## src/rtl/button_cmd_arbiter.sv

```systemverilog
// button_cmd_arbiter
//   Front-panel button controller. Each raw button input is synchronised,
//   debounced and turned into a single press event; pending events are
//   round-robin arbitrated onto one valid/ready command port.
//
// Optional feature: define BTN_AUTOREPEAT_EN to re-issue events while a
// button is held (first after REPEAT_DELAY cycles, then every
// REPEAT_PERIOD cycles). Without it, each debounced press gives one event.
//
// Ports
//   clk          in   rising-edge system clock
//   reset        in   asynchronous reset, active low
//   btn_raw      in   [NUM_BTN] raw button levels, 1 = pressed
//   btn_level    out  [NUM_BTN] debounced button levels
//   cmd_valid    out  command available on cmd_id
//   cmd_ready    in   consumer accepts when cmd_valid & cmd_ready
//   cmd_id       out  [$clog2(NUM_BTN)] index of the commanding button
//   evt_dropped  out  1-cycle pulse: a press merged into a pending event
module button_cmd_arbiter #(
  parameter int NUM_BTN         = 4,
  parameter int DB_W            = 20,
  parameter int DEBOUNCE_CYCLES = 500000,
  parameter int REPEAT_DELAY    = 25000000,
  parameter int REPEAT_PERIOD   = 5000000
) (
  input  logic                       clk,
  input  logic                       reset,
  input  logic [NUM_BTN-1:0]         btn_raw,
  output logic [NUM_BTN-1:0]         btn_level,
  output logic                       cmd_valid,
  input  logic                       cmd_ready,
  output logic [$clog2(NUM_BTN)-1:0] cmd_id,
  output logic                       evt_dropped
);

  localparam int ID_W = $clog2(NUM_BTN);

  if (NUM_BTN < 2 || NUM_BTN > 16) begin : g_bad_num_btn
    $error("NUM_BTN must be in 2..16");
  end
  if (DEBOUNCE_CYCLES < 2 || DEBOUNCE_CYCLES >= (64'd1 << DB_W)) begin : g_bad_debounce
    $error("DEBOUNCE_CYCLES must be >= 2 and fit in DB_W bits");
  end
  if (REPEAT_PERIOD < 1 || REPEAT_DELAY < REPEAT_PERIOD) begin : g_bad_repeat
    $error("REPEAT_PERIOD must be >= 1 and <= REPEAT_DELAY");
  end

  logic [NUM_BTN-1:0] sync_p0, sync_p1;
  logic [DB_W-1:0]    db_cnt [NUM_BTN];
  logic [NUM_BTN-1:0] level_d;
  logic [NUM_BTN-1:0] pending;
  logic [NUM_BTN-1:0] press, rep, set_evt, clr_evt;
  logic [ID_W-1:0]    rr, win_idx;
  logic               win_found, load;

  // Stage p0/p1: two-flop synchroniser, then per-bit debounce on sync_p1
  always_ff @(posedge clk or negedge reset) begin
    if (!reset) begin
      sync_p0   <= '0;
      sync_p1   <= '0;
      btn_level <= '0;
      level_d   <= '0;
      for (int i = 0; i < NUM_BTN; i++) db_cnt[i] <= '0;
    end else begin
      sync_p0 <= btn_raw;
      sync_p1 <= sync_p0;
      level_d <= btn_level;
      for (int i = 0; i < NUM_BTN; i++) begin
        if (sync_p1[i] == btn_level[i]) begin
          db_cnt[i] <= '0;
        end else if (db_cnt[i] == DB_W'(DEBOUNCE_CYCLES - 1)) begin
          btn_level[i] <= ~btn_level[i];
          db_cnt[i]    <= '0;
        end else begin
          db_cnt[i] <= db_cnt[i] + DB_W'(1);
        end
      end
    end
  end

  // Release edges are deliberately ignored: only 0->1 makes an event
  assign press = btn_level & ~level_d;

`ifdef BTN_AUTOREPEAT_EN
  localparam int HOLD_W = $clog2(REPEAT_DELAY + 1);
  logic [HOLD_W-1:0] hold_cnt [NUM_BTN];

  // hold_cnt is 0 on the cycle the press is detected, so reaching
  // REPEAT_DELAY marks the first repeat; reloading to DELAY-PERIOD+1
  // makes every later repeat exactly REPEAT_PERIOD cycles apart.
  always_ff @(posedge clk or negedge reset) begin
    if (!reset) begin
      for (int i = 0; i < NUM_BTN; i++) hold_cnt[i] <= '0;
    end else begin
      for (int i = 0; i < NUM_BTN; i++) begin
        if (!btn_level[i])
          hold_cnt[i] <= '0;
        else if (hold_cnt[i] == HOLD_W'(REPEAT_DELAY))
          hold_cnt[i] <= HOLD_W'(REPEAT_DELAY - REPEAT_PERIOD + 1);
        else
          hold_cnt[i] <= hold_cnt[i] + HOLD_W'(1);
      end
    end
  end

  // Gated by the live level so a release landing on a repeat slot is silent
  always_comb begin
    rep = '0;
    for (int i = 0; i < NUM_BTN; i++)
      rep[i] = btn_level[i] && (hold_cnt[i] == HOLD_W'(REPEAT_DELAY));
  end
`else
  assign rep = '0;
`endif

  assign set_evt = press | rep;

  // Round-robin search starting just above the last winner, with wrap
  always_comb begin
    int j;
    j         = 0;
    win_found = 1'b0;
    win_idx   = '0;
    for (int k = 1; k <= NUM_BTN; k++) begin
      j = int'(rr) + k;
      if (j >= NUM_BTN) j = j - NUM_BTN;
      if (!win_found && pending[ID_W'(j)]) begin
        win_found = 1'b1;
        win_idx   = ID_W'(j);
      end
    end
  end

  assign load    = ~cmd_valid | cmd_ready;
  assign clr_evt = (load && win_found) ? (NUM_BTN'(1) << win_idx) : '0;

  // Stage p2: pending set, output register and drop flag
  always_ff @(posedge clk or negedge reset) begin
    if (!reset) begin
      pending     <= '0;
      rr          <= '0;
      cmd_valid   <= 1'b0;
      cmd_id      <= '0;
      evt_dropped <= 1'b0;
    end else begin
      // A new event on a bit being granted this cycle survives (set wins)
      pending     <= (pending & ~clr_evt) | set_evt;
      evt_dropped <= |(set_evt & pending & ~clr_evt);
      if (load) begin
        cmd_valid <= win_found;
        if (win_found) begin
          cmd_id <= win_idx;
          rr     <= win_idx;
        end
      end
    end
  end

endmodule

```

## config.mk

```make
export PLATFORM = sky130hd
export DESIGN_NAME = button_cmd_arbiter
export DESIGN_NICKNAME = d
export VERILOG_FILES = /design/src/rtl/button_cmd_arbiter.sv
export SDC_FILE = /design/constraint.sdc
export NUM_CORES = 1
export LEC_CHECK = 0
export ABC_AREA = 1
export BUFFER_PORTS_ARGS = -buffer_cell sky130_fd_sc_hd__buf_2
export CORE_UTILIZATION = 40
export DETAILED_ROUTE_END_ITERATION = 12
export SLEW_MARGIN = 20
export SYNTH_ARGS = -nofsm -noshare
export SYNTH_HDL_FRONTEND = slang
export SYNTH_SLANG_ARGS = --single-unit
```

## constraint.sdc

```tcl
create_clock -name clk -period 2.8 [get_ports clk]
set_input_delay 0.42 -clock clk [delete_from_list [all_inputs] [get_ports clk]]
set_output_delay 0.42 -clock clk [all_outputs]
set_load 0.1 [all_outputs]
```

==> impl_metrics.prom <==
# TYPE chip_impl_metric gauge
chip_impl_metric{name="fp-row-count",unit=""} 41
chip_impl_metric{name="route.final.wire_length",unit="um"} 10300
chip_impl_metric{name="final.fill_count",unit=""} 1239
chip_impl_metric{name="clkLatencyLatePin",unit="ps"} 350
chip_impl_metric{name="cts_hold_repair.buffers",unit=""} 0
chip_impl_metric{name="multi_input_gate_area",unit="um2"} 2427
chip_impl_metric{name="clock-sinks",unit=""} 104
chip_impl_metric{name="yosys_reg_bits",unit=""} 104
chip_impl_metric{name="post_synthesis_cell_area",unit="um2"} 5345
chip_impl_metric{name="synth.yosys.warnings",unit=""} 0
chip_impl_info{name="setup_repair_after_global_routing_missed_its_margin",value="no"} 1
chip_impl_info{name="hp-class",value="primary input to asynchronous set/reset pin"} 1
chip_impl_metric{name="post-route-drc-count",unit=""} 0
chip_impl_metric{name="dpl_worst_slack",unit="ps"} 847.4
chip_impl_metric{name="io_buffer_count",unit=""} 14
chip_impl_metric{name="cp_max_fo",unit=""} 11
chip_impl_metric{name="layout_min_cycle_time",unit="ps"} 1970
chip_impl_info{name="timing.critical_path.to_type",value="flop"} 1
chip_impl_info{name="dominantRegCellSynth",value="dfrtp_1"} 1
chip_impl_metric{name="drt_first_pass_iters",unit=""} 5
chip_impl_metric{name="max_slew_margin",unit="%"} 60.65
chip_impl_metric{name="initial_util",unit="%"} 41.68
chip_impl_metric{name="clock-skew-final",unit="ps"} 5.723
chip_impl_metric{name="cts-resized-gates",unit=""} 0
chip_impl_metric{name="ff_latch_area",unit="um2"} 2603
chip_impl_metric{name="dr.first_iter.drc_count",unit=""} 260
chip_impl_info{name="run_status",value="completed"} 1
chip_impl_metric{name="floorplan.die.width",unit="um"} 117.6
chip_impl_metric{name="dp_hpwl",unit="um"} 7681
chip_impl_metric{name="grt_antenna_before_repair",unit=""} 0
chip_impl_metric{name="layout-area-overhead-vs-synth",unit="%"} 10.49
chip_impl_metric{name="die_height",unit="um"} 117.6
chip_impl_metric{name="grt_util_met1",unit="%"} 22.19
chip_impl_metric{name="numCtsBuffers",unit=""} 9
chip_impl_metric{name="die_area",unit="um2"} 13830
chip_impl_metric{name="detail_route.vias_per_cell",unit=""} 5.084
chip_impl_metric{name="global_route_wire_length_before_repair",unit="um"} 18490
chip_impl_metric{name="maxCapViolCount",unit=""} 0
chip_impl_metric{name="timing.fmax",unit="MHz"} 507.7
chip_impl_metric{name="cts_max_level",unit=""} 3
chip_impl_metric{name="dr_total_vias",unit=""} 4235
chip_impl_metric{name="critPathArrivalTime",unit="ps"} 2210
chip_impl_metric{name="syn_area_per_cell",unit="um2"} 8.457
chip_impl_metric{name="synth_cells",unit=""} 632
chip_impl_metric{name="synth_async_sr_flop_share",unit="%"} 100.0
chip_impl_metric{name="use_met2",unit="%"} 25.59
chip_impl_metric{name="clock_path_buffers",unit=""} 2
chip_impl_metric{name="yosysUniqueCellTypes",unit=""} 44
chip_impl_metric{name="place_congestion",unit=""} 0.8761
chip_impl_metric{name="grt_start_max_net_pins",unit=""} 37
chip_impl_metric{name="peakVddDrop",unit="uV"} 267.6
chip_impl_metric{name="gr-total-overflow",unit=""} 0
chip_impl_info{name="clock_tree.root_cell",value="clkbuf_16"} 1
chip_impl_metric{name="synth_edf_count",unit=""} 0
chip_impl_metric{name="postLayoutSetupSlackWorst",unit="ps"} 830.4
chip_impl_info{name="worstSetupStartpointType",value="flop"} 1
chip_impl_metric{name="static_leak",unit="uW"} 0.002551
chip_impl_metric{name="setup_viol",unit=""} 0
chip_impl_metric{name="groute.layer.met3.usage",unit="%"} 3.391
chip_impl_metric{name="drv_slew",unit=""} 0
chip_impl_metric{name="grt_util_all_layers",unit="%"} 16.30
chip_impl_info{name="setup.worst_path.class",value="flop to flop"} 1
chip_impl_metric{name="hold_viol",unit=""} 0
chip_impl_metric{name="floorplan.core_area",unit="um2"} 12820
chip_impl_metric{name="timing_worst_slew_pin_value",unit="ps"} 584.8
chip_impl_metric{name="number_of_diodes",unit=""} 0
chip_impl_metric{name="wl_per_cell",unit="um"} 12.36
chip_impl_metric{name="p_per_area",unit="nW/um2"} 611.8
chip_impl_metric{name="io-pin-count",unit=""} 15
chip_impl_metric{name="worst_setup_hold_path_clk_slew",unit="ps"} 70
chip_impl_metric{name="first_global_vias",unit=""} 4136
chip_impl_metric{name="post_route_cells_drive_above_1_share",unit="%"} 12.56
chip_impl_metric{name="finalNetCount",unit=""} 667
chip_impl_metric{name="critPathRequiredTime",unit="ps"} 3040
chip_impl_info{name="global_route.peak_usage_layer",value="met2"} 1
chip_impl_metric{name="synth_nets",unit=""} 643
chip_impl_metric{name="fin_setup_tns",unit="ps"} 0
chip_impl_info{name="tritoncts",value="yes"} 1
chip_impl_metric{name="drtAntennaViolNets",unit=""} 0
chip_impl_metric{name="cts_setup_buffers",unit=""} 0
chip_impl_metric{name="share_of_the_clock_period_used_by_the_worst_path_after_layout",unit="%"} 70.34
chip_impl_metric{name="ys_seq_area_share",unit="%"} 48.69
## layout by cell type, fill, tap and decap left out, types with 3 or more instances in the layout
cell       synthesis  layout
nand2_4            4       4
nor3_1            39      39
buf_2              1      13
buf_4              0       4
nor3b_1           13      13
or2_2              4       4
inv_1             69      69
nand4_1           17      17
a21oi_1           29      29
xor2_1            26      26
ha_1               4       4
nand3_1           31      31
mux2_2             4       4
nor4_1            15      15
nand3_2            4       4
nand2_1          107     107
a31oi_1            4       4
o21ai_0           14      14
nor2_2            12      12
nand2_2           12      12
nor2_1            82      82
dfrtp_1          104     104
clkbuf_16          0       9
o21a_1             3       3
xnor2_1            4       4
and3_1             5       5
## synth_stat cells (5+ instances only)
cell type | number | share of area, %
a21oi_1 | 29 | 2.7
and3_1 | 5 | 0.59
dfrtp_1 | 104 | 49
inv_1 | 69 | 4.8
nand2_1 | 107 | 7.5
nand2_2 | 12 | 1.4
nand3_1 | 31 | 2.9
nand4_1 | 17 | 2.0
nor2_1 | 82 | 5.8
nor2_2 | 12 | 1.4
nor3_1 | 39 | 3.7
nor3b_1 | 13 | 1.8
nor4_1 | 15 | 1.8
o21ai_0 | 14 | 1.3
xor2_1 | 26 | 4.3
## path summary, 6_finish.rpt
path	start	end	slack [ps]	cells past startpoint
min reg2reg	sync_p0[0]	sync_p1[0]	350	0
max reg2reg	cmd_id[0]	evt_dropped	830	14
min in group clk	btn_raw[1]	sync_p0[1]	170	1
max	cmd_id[0]	evt_dropped	830	14
max in group asynchronous	reset	db_cnt[57]	2070	2
min	reset	db_cnt[33]	10	1
## power by group
part / switching (uW) / leakage [uW] / internal (uW)
clock: 547 / 0.000135 / 652
sequential: 61.0 / 0.00142 / 1550
combinational: 579 / 0.000997 / 220
## layer usage
metal  vias up  part of all wire (%)
li1       2131                     -
met4         0                   1.3
met3        11                   3.3
met5         -                     0
met1      2020                    49
met2        73                    46
## critical path: stages (launching register included)
cell     delay, ps
dfrtp_1        500
inv_4          190
nand2_1         70
nand2_1        110
nand2_1         90
nand2_2        150
nand4_1        100
nand2_1        130
nand2_1         70
nor2_2         100
nand3_1        120
nand2_1         80
nand2_1         40
inv_1           50
nand2_1         50
## sequential cells by signal, indices dropped and copies added, names as in the netlist
signal	count
db_cnt	80
btn_level	4
level_d	4
pending	4
sync_p0	4
sync_p1	4
cmd_id	2
cmd_valid	1
evt_dropped	1
## kinds of logic (layout without fill, tap and decap cells)
family,after synthesis,in the layout,share of synthesized area (%)
adders and majority gates,4,4,0.9364
xor gates and xnor gates,30,30,4.916
DFF,104,104,48.69
AOI/OAI and AO/OA,56,56,5.805
muxes,4,4,0.8426
and+or+nand+nor,356,356,32.91
buffers and inverters,78,107,5.899
## final cells by class
type / count / area share [%]
timing repair buffer: 17 / 1.610
clock inverter: 4 / 0.4873
sequential: 104 / 44.07
clock buffer: 12 / 4.343
tap: 172 / 3.644
inverter: 74 / 4.746
multi-input combinational: 450 / 41.10
## stage by stage
stage	total power [uW]	hold slack [ps]	util (%)	cell area, um2	instances
after floorplan	2316	124.4	-	5345	632
after global placement	2434	334.6	43.82	5620	817
after detailed placement	2447	337.8	43.82	5620	817
after CTS	3664	32.76	46.05	5906	833
after global routing	3831	38.87	46.05	5906	833
final	3613	13.46	46.05	5906	833
(Power assumes the default switching activity.)
